File: src/rtl/xgmii_err_sched_if.sv
// Bus bundle between the XGMII loopback error scheduler and its environment:
// TX control lanes and configuration in, strobe, status and statistics out.
interface xgmii_err_sched_if #(
    parameter int CNT_W = 64
);
    logic [7:0]       xgmii_txc;
    logic             cfg_load;
    logic [1:0]       cfg_mode;
    logic [15:0]      cfg_period;
    logic [7:0]       cfg_burst;
    logic [15:0]      cfg_thresh;
    logic [15:0]      cfg_seed;
    logic             corrupt_strobe;
    logic             in_frame;
    logic             cfg_pending;
    logic [CNT_W-1:0] pkts_detected;
    logic [CNT_W-1:0] corrupted_pkts;
    logic [CNT_W-1:0] short_pkts;

    modport master (
        output xgmii_txc, cfg_load, cfg_mode, cfg_period, cfg_burst, cfg_thresh, cfg_seed,
        input  corrupt_strobe, in_frame, cfg_pending, pkts_detected, corrupted_pkts, short_pkts
    );

    modport slave (
        input  xgmii_txc, cfg_load, cfg_mode, cfg_period, cfg_burst, cfg_thresh, cfg_seed,
        output corrupt_strobe, in_frame, cfg_pending, pkts_detected, corrupted_pkts, short_pkts
    );
endinterface

File: src/rtl/xgmii_err_sched.sv
// XGMII loopback error scheduler. Tracks frame boundaries on the TX control
// lanes, decides per frame (off / periodic / pseudo-random / burst) whether the
// frame is corrupted, and pulses corrupt_strobe on beat OFFSET of chosen frames.
// Every output is registered from the current txc sample, so all outputs lag
// xgmii_txc by exactly one cycle; the injector delays its data path to match.
module xgmii_err_sched #(
    parameter int          OFFSET    = 3,
    parameter int          CNT_W     = 64,
    parameter logic [15:0] LFSR_SEED = 16'hACE1
) (
    input  logic              clk,
    input  logic              reset,
    xgmii_err_sched_if.slave  bus
);

    typedef enum logic {
        IDLE  = 1'b0,
        FRAME = 1'b1
    } state_t;

    localparam logic [7:0]       OFFSET_B = 8'(OFFSET);
    localparam logic [CNT_W-1:0] CNT_ONE  = CNT_W'(1);

    // Galois LFSR, x^16+x^14+x^13+x^11+1, shifting right.
    function automatic logic [15:0] lfsr_step(input logic [15:0] v);
        lfsr_step = {1'b0, v[15:1]} ^ (v[0] ? 16'hB400 : 16'h0000);
    endfunction

    state_t state_q, state_d;

    // Frame tracking and strobe
    logic             in_frame_q, in_frame_d;
    logic             strobe_q, strobe_d;
    logic [7:0]       beat_q, beat_d;
    logic             sel_q, sel_d;
    logic             done_q, done_d;

    // Decision state
    logic [15:0]      lfsr_q, lfsr_d;
    logic [15:0]      ic_q, ic_d;
    logic [7:0]       bc_q, bc_d;

    // Active configuration
    logic [1:0]       mode_q, mode_d;
    logic [15:0]      period_q, period_d;
    logic [7:0]       burst_q, burst_d;
    logic [15:0]      thresh_q, thresh_d;

    // Deferred configuration
    logic             pending_q, pending_d;
    logic [1:0]       sh_mode_q, sh_mode_d;
    logic [15:0]      sh_period_q, sh_period_d;
    logic [7:0]       sh_burst_q, sh_burst_d;
    logic [15:0]      sh_thresh_q, sh_thresh_d;
    logic [15:0]      sh_seed_q, sh_seed_d;

    // Statistics
    logic [CNT_W-1:0] pkts_q, pkts_d;
    logic [CNT_W-1:0] corr_q, corr_d;
    logic [CNT_W-1:0] short_q, short_d;

    // Frame boundary events seen on this cycle's txc sample
    logic start_ev;
    logic end_ev;
    assign start_ev = (state_q == IDLE)  && (bus.xgmii_txc != 8'hFF);
    assign end_ev   = (state_q == FRAME) && (bus.xgmii_txc != 8'h00);

    // Interval wrap point: a period of 0 behaves as 1
    logic [15:0] p_last;
    logic        ic_wrap;
    logic [7:0]  bc_load;
    assign p_last  = ((period_q == 16'd0) ? 16'd1 : period_q) - 16'd1;
    assign ic_wrap = (ic_q == p_last);
    assign bc_load = ic_wrap ? burst_q : bc_q;

    // A load arriving this cycle takes precedence over the shadow copy
    logic [1:0]  ld_mode;
    logic [15:0] ld_period;
    logic [7:0]  ld_burst;
    logic [15:0] ld_thresh;
    logic [15:0] ld_seed;
    logic        apply_cfg;
    assign ld_mode   = bus.cfg_load ? bus.cfg_mode   : sh_mode_q;
    assign ld_period = bus.cfg_load ? bus.cfg_period : sh_period_q;
    assign ld_burst  = bus.cfg_load ? bus.cfg_burst  : sh_burst_q;
    assign ld_thresh = bus.cfg_load ? bus.cfg_thresh : sh_thresh_q;
    assign ld_seed   = bus.cfg_load ? bus.cfg_seed   : sh_seed_q;
    assign apply_cfg = ((state_q == IDLE) && !start_ev && bus.cfg_load) ||
                       (end_ev && (pending_q || bus.cfg_load));

    // State register
    always_ff @(posedge clk) begin
        if (!reset) begin
            state_q <= IDLE;
        end else begin
            state_q <= state_d;
        end
    end

    // Next-state: enter FRAME on any non-idle lane pattern, leave on any control lane
    always_comb begin
        state_d = state_q;
        unique case (state_q)
            IDLE:    if (start_ev) state_d = FRAME;
            FRAME:   if (end_ev)   state_d = IDLE;
            default: state_d = IDLE;
        endcase
    end

    // Outputs and datapath: per-frame decision, beat tracking, strobe, statistics, config
    always_comb begin
        in_frame_d  = in_frame_q;
        strobe_d    = 1'b0;
        beat_d      = beat_q;
        sel_d       = sel_q;
        done_d      = done_q;
        lfsr_d      = lfsr_q;
        ic_d        = ic_q;
        bc_d        = bc_q;
        mode_d      = mode_q;
        period_d    = period_q;
        burst_d     = burst_q;
        thresh_d    = thresh_q;
        pending_d   = pending_q;
        sh_mode_d   = sh_mode_q;
        sh_period_d = sh_period_q;
        sh_burst_d  = sh_burst_q;
        sh_thresh_d = sh_thresh_q;
        sh_seed_d   = sh_seed_q;
        pkts_d      = pkts_q;
        corr_d      = corr_q;
        short_d     = short_q;

        if (start_ev) begin
            in_frame_d = 1'b1;
            beat_d     = 8'd1;
            done_d     = 1'b0;
            sel_d      = 1'b0;
            unique case (mode_q)
                2'd1: begin
                    sel_d = ic_wrap;
                    ic_d  = ic_wrap ? 16'd0 : ic_q + 16'd1;
                end
                2'd2: begin
                    sel_d  = (lfsr_q < thresh_q);
                    lfsr_d = lfsr_step(lfsr_q);
                end
                2'd3: begin
                    ic_d  = ic_wrap ? 16'd0 : ic_q + 16'd1;
                    sel_d = (bc_load != 8'd0);
                    bc_d  = (bc_load != 8'd0) ? bc_load - 8'd1 : bc_load;
                end
                default: sel_d = 1'b0;
            endcase
        end else if (state_q == FRAME) begin
            if (beat_q != 8'hFF) begin
                beat_d = beat_q + 8'd1;
            end
            if (sel_q && !done_q && (beat_q == OFFSET_B)) begin
                strobe_d = 1'b1;
                done_d   = 1'b1;
                corr_d   = corr_q + CNT_ONE;
            end
            if (end_ev) begin
                pkts_d = pkts_q + CNT_ONE;
                if (sel_q && !done_q && (beat_q != OFFSET_B)) begin
                    short_d = short_q + CNT_ONE;
                end
            end
        end else begin
            in_frame_d = 1'b0;
        end

        // Loads during a frame (or on its start beat) are parked in the shadow
        if (bus.cfg_load) begin
            sh_mode_d   = bus.cfg_mode;
            sh_period_d = bus.cfg_period;
            sh_burst_d  = bus.cfg_burst;
            sh_thresh_d = bus.cfg_thresh;
            sh_seed_d   = bus.cfg_seed;
        end
        if (end_ev) begin
            pending_d = 1'b0;
        end else if (bus.cfg_load && ((state_q == FRAME) || start_ev)) begin
            pending_d = 1'b1;
        end

        if (apply_cfg) begin
            mode_d   = ld_mode;
            period_d = ld_period;
            burst_d  = ld_burst;
            thresh_d = ld_thresh;
            lfsr_d   = (ld_seed == 16'd0) ? LFSR_SEED : ld_seed;
            ic_d     = 16'd0;
            bc_d     = 8'd0;
        end
    end

    // Control, decision and statistics registers
    always_ff @(posedge clk) begin
        if (!reset) begin
            in_frame_q <= 1'b0;
            strobe_q   <= 1'b0;
            beat_q     <= 8'd0;
            sel_q      <= 1'b0;
            done_q     <= 1'b0;
            lfsr_q     <= LFSR_SEED;
            ic_q       <= 16'd0;
            bc_q       <= 8'd0;
            mode_q     <= 2'd0;
            period_q   <= 16'd1;
            burst_q    <= 8'd0;
            thresh_q   <= 16'd0;
            pending_q  <= 1'b0;
            pkts_q     <= '0;
            corr_q     <= '0;
            short_q    <= '0;
        end else begin
            in_frame_q <= in_frame_d;
            strobe_q   <= strobe_d;
            beat_q     <= beat_d;
            sel_q      <= sel_d;
            done_q     <= done_d;
            lfsr_q     <= lfsr_d;
            ic_q       <= ic_d;
            bc_q       <= bc_d;
            mode_q     <= mode_d;
            period_q   <= period_d;
            burst_q    <= burst_d;
            thresh_q   <= thresh_d;
            pending_q  <= pending_d;
            pkts_q     <= pkts_d;
            corr_q     <= corr_d;
            short_q    <= short_d;
        end
    end

    // Shadow config is only consumed while pending is set, so it needs no reset
    always_ff @(posedge clk) begin
        sh_mode_q   <= sh_mode_d;
        sh_period_q <= sh_period_d;
        sh_burst_q  <= sh_burst_d;
        sh_thresh_q <= sh_thresh_d;
        sh_seed_q   <= sh_seed_d;
    end

    assign bus.corrupt_strobe = strobe_q;
    assign bus.in_frame       = in_frame_q;
    assign bus.cfg_pending    = pending_q;
    assign bus.pkts_detected  = pkts_q;
    assign bus.corrupted_pkts = corr_q;
    assign bus.short_pkts     = short_q;

endmodule

File: src/flat_wrapper.sv
// flat-port wrapper written by rule: the top's interface ports become plain ports
module xgmii_err_sched_flat 
#(
    parameter int          OFFSET    = 3,
    parameter int          CNT_W     = 64,
    parameter logic [15:0] LFSR_SEED = 16'hACE1
)
  (clk, reset, bus_xgmii_txc, bus_cfg_load, bus_cfg_mode, bus_cfg_period, bus_cfg_burst, bus_cfg_thresh, bus_cfg_seed, bus_corrupt_strobe, bus_in_frame, bus_cfg_pending, bus_pkts_detected, bus_corrupted_pkts, bus_short_pkts);
  xgmii_err_sched_if #(.CNT_W(CNT_W)) bus_i ();
  input  logic clk;
  input  logic reset;
  input wire logic [$bits(bus_i.xgmii_txc)-1:0] bus_xgmii_txc;
  input wire logic [$bits(bus_i.cfg_load)-1:0] bus_cfg_load;
  input wire logic [$bits(bus_i.cfg_mode)-1:0] bus_cfg_mode;
  input wire logic [$bits(bus_i.cfg_period)-1:0] bus_cfg_period;
  input wire logic [$bits(bus_i.cfg_burst)-1:0] bus_cfg_burst;
  input wire logic [$bits(bus_i.cfg_thresh)-1:0] bus_cfg_thresh;
  input wire logic [$bits(bus_i.cfg_seed)-1:0] bus_cfg_seed;
  output wire logic [$bits(bus_i.corrupt_strobe)-1:0] bus_corrupt_strobe;
  output wire logic [$bits(bus_i.in_frame)-1:0] bus_in_frame;
  output wire logic [$bits(bus_i.cfg_pending)-1:0] bus_cfg_pending;
  output wire logic [$bits(bus_i.pkts_detected)-1:0] bus_pkts_detected;
  output wire logic [$bits(bus_i.corrupted_pkts)-1:0] bus_corrupted_pkts;
  output wire logic [$bits(bus_i.short_pkts)-1:0] bus_short_pkts;
  assign bus_i.xgmii_txc = bus_xgmii_txc;
  assign bus_i.cfg_load = bus_cfg_load;
  assign bus_i.cfg_mode = bus_cfg_mode;
  assign bus_i.cfg_period = bus_cfg_period;
  assign bus_i.cfg_burst = bus_cfg_burst;
  assign bus_i.cfg_thresh = bus_cfg_thresh;
  assign bus_i.cfg_seed = bus_cfg_seed;
  assign bus_corrupt_strobe = bus_i.corrupt_strobe;
  assign bus_in_frame = bus_i.in_frame;
  assign bus_cfg_pending = bus_i.cfg_pending;
  assign bus_pkts_detected = bus_i.pkts_detected;
  assign bus_corrupted_pkts = bus_i.corrupted_pkts;
  assign bus_short_pkts = bus_i.short_pkts;
  xgmii_err_sched #(.OFFSET(OFFSET), .CNT_W(CNT_W), .LFSR_SEED(LFSR_SEED)) u_core (.clk(clk), .reset(reset), .bus(bus_i));
endmodule
File: config.mk
export PLATFORM = sky130hd
export DESIGN_NAME = xgmii_err_sched_flat
export DESIGN_NICKNAME = d
export VERILOG_FILES = /design/src/rtl/xgmii_err_sched_if.sv /design/src/rtl/xgmii_err_sched.sv /design/src/flat_wrapper.sv
export SDC_FILE = /design/constraint.sdc
export NUM_CORES = 1
export LEC_CHECK = 0
export CAP_MARGIN = 10
export CORE_MARGIN = 1
export CORE_UTILIZATION = 48
export CTS_BUF_LIST = sky130_fd_sc_hd__clkbuf_16
export CTS_CLUSTER_DIAMETER = 200
export DETAILED_ROUTE_END_ITERATION = 7
export PLACE_DENSITY = 0.81
export RECOVER_POWER = 100
export SETUP_SLACK_MARGIN = 0.5
export SYNTH_ARGS = -nofsm -noshare
export SYNTH_HDL_FRONTEND = slang
export SYNTH_SLANG_ARGS = --single-unit
File: constraint.sdc
create_clock -name clk -period 4.7 [get_ports clk]
set_input_delay 1.41 -clock clk [delete_from_list [all_inputs] [get_ports clk]]
set_output_delay 1.41 -clock clk [all_outputs]
set_load 0.03 [all_outputs]
**Word-level counts from Yosys, hierarchy flattened**

Index checks and enable logic that the tools add are counted.

- Add/sub/neg operators: 7
- $mul: 0
- Div/mod/pow operators: 0
- $lt $le $gt $ge: 1
- Eq/ne operators: 9
- Shift operators: 0
- Muxes and demuxes: 24
- Bitwise gates (word level): 4
- Reduce and logical (&&, ||, !) cells: 36

Operator list:

| cell | count |
|---|---|
| adder 64 x 1 -> 64 bit, second input constant | 3 |
| two-way mux 16 bit | 10 |
| logical NOT 16 bit | 2 |
| two-way mux 8 bit | 3 |
| adder 16 x 1 -> 16 bit, second input constant | 1 |
| == test 16 bit | 1 |
| less-than comparator 16 bit | 1 |
| != test 8 bit, second input constant | 2 |
| nonzero test 8 bit | 2 |
| subtractor 16 x 1 -> 16 bit, second input constant | 1 |
| XOR 15 x 16 -> 16 bit | 1 |
| AND reduction 2 bit | 6 |
| logical AND 1 bit | 9 |
| adder 8 x 1 -> 8 bit, second input constant | 1 |
| == test 8 x 2 -> 1 bit, second input constant | 1 |
| two-way mux 1 bit | 8 |
| != test 8 x 2 -> 1 bit, second input constant | 1 |
| nonzero test 2 bit | 4 |
| OR reduction 2 bit | 4 |
| subtractor 8 x 1 -> 8 bit, second input constant | 1 |
| AND reduction 3 bit | 2 |
| == test 2 bit, second input constant | 2 |
| AND reduction 4 bit | 1 |
| logical OR 1 bit | 3 |
| 8 further kinds | 11 |

- Bits in registers: 346
- Latch bits: 0
- RAM bits: 0
- Bits in read-only memories: 0
- Input port bits: 69
- Output and inout port bits: 195
- Logic and storage cells: 104
- Memories kept: 0

**Logic depth before layout (Yosys ltp)**

- Word-level depth: 8
- Depth in mapped cells: 23

**Worst setup path before layout**

OpenSTA, ideal clock, no wires.

- Kind: reg2reg
- From: register u_core.period_q[11]
- To: register u_core.bc_q[0]
- Setup time: 120 ps
- Arrival: 4413 ps
- Data required time: 4580 ps
- Slack: 167 ps
- Stages on the path, launching flop included: 23
- Path buffers: 5
- Period minus slack after synthesis: 4533 ps
- Cell sequence: dfxtp_1 > clkbuf_1 > nor3_1 > and3_1 > clkbuf_1 > a21oi_1 > ha_1 > or3b_2 > nand2_1 > a21oi_1 > a311o_1 > a2111oi_0 > and3b_1 > buf_6 > buf_2 > mux2i_1 > ha_1 > and2_1 > clkbuf_1 > xnor2_1 > mux2_2 > o22ai_1 > nor2_1

- Longest elaborated chain between the ends: 7
- Elaborated cells between the ends (all ways): 8

RTL lines:

| what | line | RTL |
|---|---|---|
| start, declared | xgmii_err_sched.sv:45 | `logic [15:0] period_q, period_d;` |
| start signal, assigned | xgmii_err_sched.sv:228 | `period_q <= period_d;` |
| logical NOT 16 bit | xgmii_err_sched.sv:72 | `assign p_last = ((period_q == 16'd0) ? 16'd1 : period_q) - 16'd1;` |
| two-way mux 16 bit (*) | xgmii_err_sched.sv:72 |  |
| subtractor 16 x 1 -> 16 bit (*) | xgmii_err_sched.sv:72 |  |
| == test 16 bit (*) | xgmii_err_sched.sv:73 | `assign ic_wrap = (ic_q == p_last);` |
| two-way mux 8 bit (*) | xgmii_err_sched.sv:74 | `assign bc_load = ic_wrap ? burst_q : bc_q;` |
| subtractor 8 x 1 -> 8 bit or nonzero test 8 bit (tied branches) | xgmii_err_sched.sv:151 | `bc_d = (bc_load != 8'd0) ? bc_load - 8'd1 : bc_load;` |
| two-way mux 8 bit (*) | xgmii_err_sched.sv:151 |  |
| end signal, assigned | xgmii_err_sched.sv:209 | `bc_q <= 8'd0;` |
| end signal, assigned | xgmii_err_sched.sv:226 | `bc_q <= bc_d;` |
| end, declared | xgmii_err_sched.sv:41 | `logic [7:0] bc_q, bc_d;` |

Every way passes the cells marked *; elsewhere a longest branch is shown, timed or not.
A chain may end at the register's enable or synchronous reset.

**Worst setup path after layout**

- From: register u_core.period_q[1]
- To: register u_core.bc_q[0]

The elaborated chain is that of the path after synthesis.

==> results.md <==
## Synth
* 69 — Distinct cells, synth
* 0 — number of synthesized flops with an enable pin
* dfxtp_1 — commonest register cell after synthesis
* 346 — number of flip-flops and latches in the synthesized netlist
* 0 — ys async rst share
* 1761 — Cells after Synth
* 0.0153 mm2 — area of the mapped netlist
* 0.453 — sequential fraction of the synthesis area
* dfxtp_1 — area leader, netlist
* 0 — Synth warnings
* dfxtp_1 — most frequently used cell type in the post-synthesis netlist
* 0.453 — top-area cell type share of the netlist area
* 8.68 um2 — Mapped Avg Cell Area
* dfxtp_1 (346), nand2_1 (222), nor2_1 (217), xor2_1 (123), a21oi_1 (100) — top post-synthesis cells by count
* 1853 — net count after synthesis
* dfxtp_1 (45%), xor2_1 (7.0%), nand2_1 (5.5%), nor2_1 (5.3%), xnor2_1 (4.0%) — largest cells by area after synthesis

## Die
* 0.493 — starting density of the core
* 64 — Row Count
* 180 um — die extent in y
* 264 — I/O pin count
* 0.0326 mm2 — Die Area
* 180 um — width of the die
* 0.0310 mm2 — core region area

## Finish
* 0.0674 — ratio of cells with drive above 1 in the final layout
* 2544 — FILL cells
* 2119 — layout net count
* 0 — Antenna diodes
* 27.9% — area overhead of the layout relative to synthesis
* 0.631 — Final Util

## Run status
* capacitance limit, slew limit — violations in the final reports
* finished, violations left — run status

## Placed design
* 28100 um — half-perimeter wire length after detailed placement
* 263 — I/O Buffers
* 0.915 — last weighted congestion value of the routability-driven placer

## Worst setup path
* 16 — Worst path depth
* 16 — worst reg-to-reg path cell count
* 7 — maximum fanout along the worst path
* register — Worst Setup End Kind
* or4_4 — cell at the slowest stage of the critical path
* u_core.period_q[1]$_SDFFE_PN0N_ — startpoint of the worst-slack reg-to-reg timing path
* simple AND/OR/NAND/NOR gates — delay-heaviest family, CP
* 520 ps — R2R setup slack
* u_core.period_q[1]$_SDFFE_PN0N_ — critical path launch point
* 5100 ps — worst path required time
* register — type of element launching the critical path
* or4_4 -> nor2_4 -> a21oi_2 -> ha_2 -> or3b_4 -> nand2_2 -> a311o_1 -> a2111oi_4 -> and3b_1 -> mux2i_1 -> ha_1 -> and2_4 -> xnor2_1 -> mux2_2 -> o22ai_1 -> nor2_1 — CP cell instances
* 0 — buffers and inverters on the worst path
* 580 ps — slowest cell delay on critical path
* reg -> reg — critical path start-end classification
* 4580 ps — data arrival time of the worst path

## Timing
* 21.4 ps — Max Clock Skew
* 4180 ps — final critical-path required period
* 0.239 GHz — Fmax
* 1820 ps — actual slew at the worst max-slew pin
* -0.215 — tightest slew margin relative to the limit
* 49 — fin. max-slew vios
* 0.889 — crit share post-route
* 0 — final number of hold-violating endpoints
* 0 ps — final-layout setup total negative slack
* 0 — final count of negative-setup-slack endpoints
* true — RSZ-0062 raised after global routing

## Min path
* reg -> reg — class of the most critical hold timing path
* 2 — count of cells along the worst hold path
* u_core.thresh_q[9]$_SDFFE_PN0N_ — Hold Path Origin

## Clock network
* 38 — number of clock buffers inserted by TritonCTS
* 3 — number of buffers between clock root and the deepest sink
* 520 ps — clock latency on the worst-skew pair
* yes — clock tree from TritonCTS
* 346 — TritonCTS sink count
* 0 — number of hold buffers added after cts
* clkbuf_16 — clock root buffer
* 60 ps — Reg clk slew, reported paths
* 2 — htree depth

## Drt
* 16.3 um — average wire per standard cell
* 0 — Routed Antenna Nets
* 5.51 — Avg Vias per Cell
* 5 — 1st-pass router iterations
* 39800 um — final wirelength
* 13.5k — total number of vias
* 0 — post-route DRC violation count
* 905 — Detailed Route Iter0 Violations

## Global route
* 0.238 — global router's overall resource usage
* 13.0k — via count of the first global-routing pass
* 0 — grt total ovfl
* 89 — largest net degree at the start of global routing
* 1 — initial antenna violation count
* 64900 um — global-route wire length before repair

## Job
* 1 — number of maximum-capacitance constraint violations

## Power
* 326 mW/mm2 — pwr/cell area
* 0.000304 V — worst-case vdd ir drop
* 0.00768 uW — Static Leakage

==> per-stage QoR <==
stage | instances | total power (uW) | hold slack, ps | setup WS (ps) | instance area, um2
CTS | 2439 | 6410 | 457 | 501 | 19500
global placement | 2377 | 3680 | 443 | 428 | 18300
finish | 2444 | 6370 | 456 | 521 | 19600
global route | 2444 | 6610 | 480 | 306 | 19600
floorplan | 1761 | 3530 | 431 | 502 | 15300
detailed placement | 2377 | 3700 | 449 | 222 | 18300
==> per-layer routing <==
metal  up-vias  GRT usage  share of wire
li1       6571          -              -
met1      6391      0.282           0.42
met2       395      0.412           0.48
met3        97     0.0643          0.073
met4         2     0.0848          0.030
met5         -          0        0.00043
==> cells in the final DEF, fill, tap and decap left out, types with 4 or more instances in the layout <==
master           instances
o21ai_1                  9
ha_1                    22
nand2_1                221
nand3_1                 75
nor4_1                  20
mux2_2                  24
dfxtp_1                336
o21a_1                   4
and2_0                  10
a21o_1                   5
clkinv_2                 5
nand2b_1                15
and3_1                  41
dfxtp_2                  7
a22oi_1                  4
o21ai_0                 58
and4_1                  24
buf_4                   22
or2_2                    5
dlygate4sd3_1          197
clkinv_1                 5
clkbuf_1                 6
mux2_1                  30
a21oi_1                 99
nand4_1                 46
a211oi_1                 7
and2_1                  16
nand3b_1                 6
xor2_1                 123
nor2b_1                  5
or3_1                   48
clkdlybuf4s50_1         65
inv_1                   48
mux2i_1                 13
xnor2_1                 70
nor2_1                 215
nor3_1                  29
clkbuf_16               39
==> worst reg2reg max path: cells and delay by family, from the launching register on <==
family                     cells  cell delay, ps
xor gates and xnor gates       1              70
adders and majority gates      2             480
AOI/OAI and AO/OA              4             920
DFF                            1             360
and+or+nand+nor                7            1700
muxes                          2             560
==> logic make-up (layout without fill, tap and decap cells) <==
kind of cell | after synthesis | count (layout) | synth area share
compound gates | 218 | 218 | 0.0823
xor+xnor | 193 | 193 | 0.111
fa+ha+maj | 23 | 23 | 0.0188
buf+inv | 109 | 396 | 0.0287
flops | 346 | 346 | 0.453
mux | 68 | 68 | 0.0489
simple gates | 804 | 804 | 0.257
==> final cells by class <==
type                       instances  area [um2]  area share
sequential                       346        6950       0.355
clock buffer                      39         976      0.0499
inverter                          43         161     0.00826
multi-input combinational       1306        8010       0.410
clock inverter                    22         125     0.00640
tap                              396         495      0.0253
timing repair buffer             292        2840       0.145
==> power breakdown <==
part / internal, uW / total, uW / switching, uW / leakage (uW)
sequential: 3030 / 3080 / 54.7 / 0.00282
combinational: 261 / 582 / 321 / 0.00430
clock: 1510 / 2710 / 1200 / 0.000563
==> worst paths after layout <==
kind,end
hold / removal,u_core.thresh_q[9]$_SDFFE_PN0N_
hold reg to reg,u_core.thresh_q[9]$_SDFFE_PN0N_
setup reg to reg,u_core.bc_q[0]$_SDFFE_PP0P_
setup / recovery,u_core.bc_q[0]$_SDFFE_PP0P_
==> what timing repair did <==
| item | 4_1_cts | 5_1_grt |
|---|---|---|
| pin swaps | 2 | 14 |
| cloned | 0 | 0 |
| endpoints found under the setup margin | 9 | 9 |
| buffers inserted | 1 | 5 |
| resized for setup | 11 | 25 |
==> state kept, by name, summed over array words and instances (netlist names), 8 cells and up <==
register and count:
u_core.bus.corrupted_pkts 64, u_core.ic_q 16, u_core.lfsr_q 16, u_core.period_q 16, u_core.bc_q 8, u_core.sh_seed_q 16, u_core.bus.short_pkts 64, u_core.sh_period_q 16
u_core.burst_q 8, u_core.thresh_q 16, u_core.bus.pkts_detected 64, u_core.beat_q 8, u_core.sh_thresh_q 16, u_core.sh_burst_q 8
(Power assumes the default switching activity.)
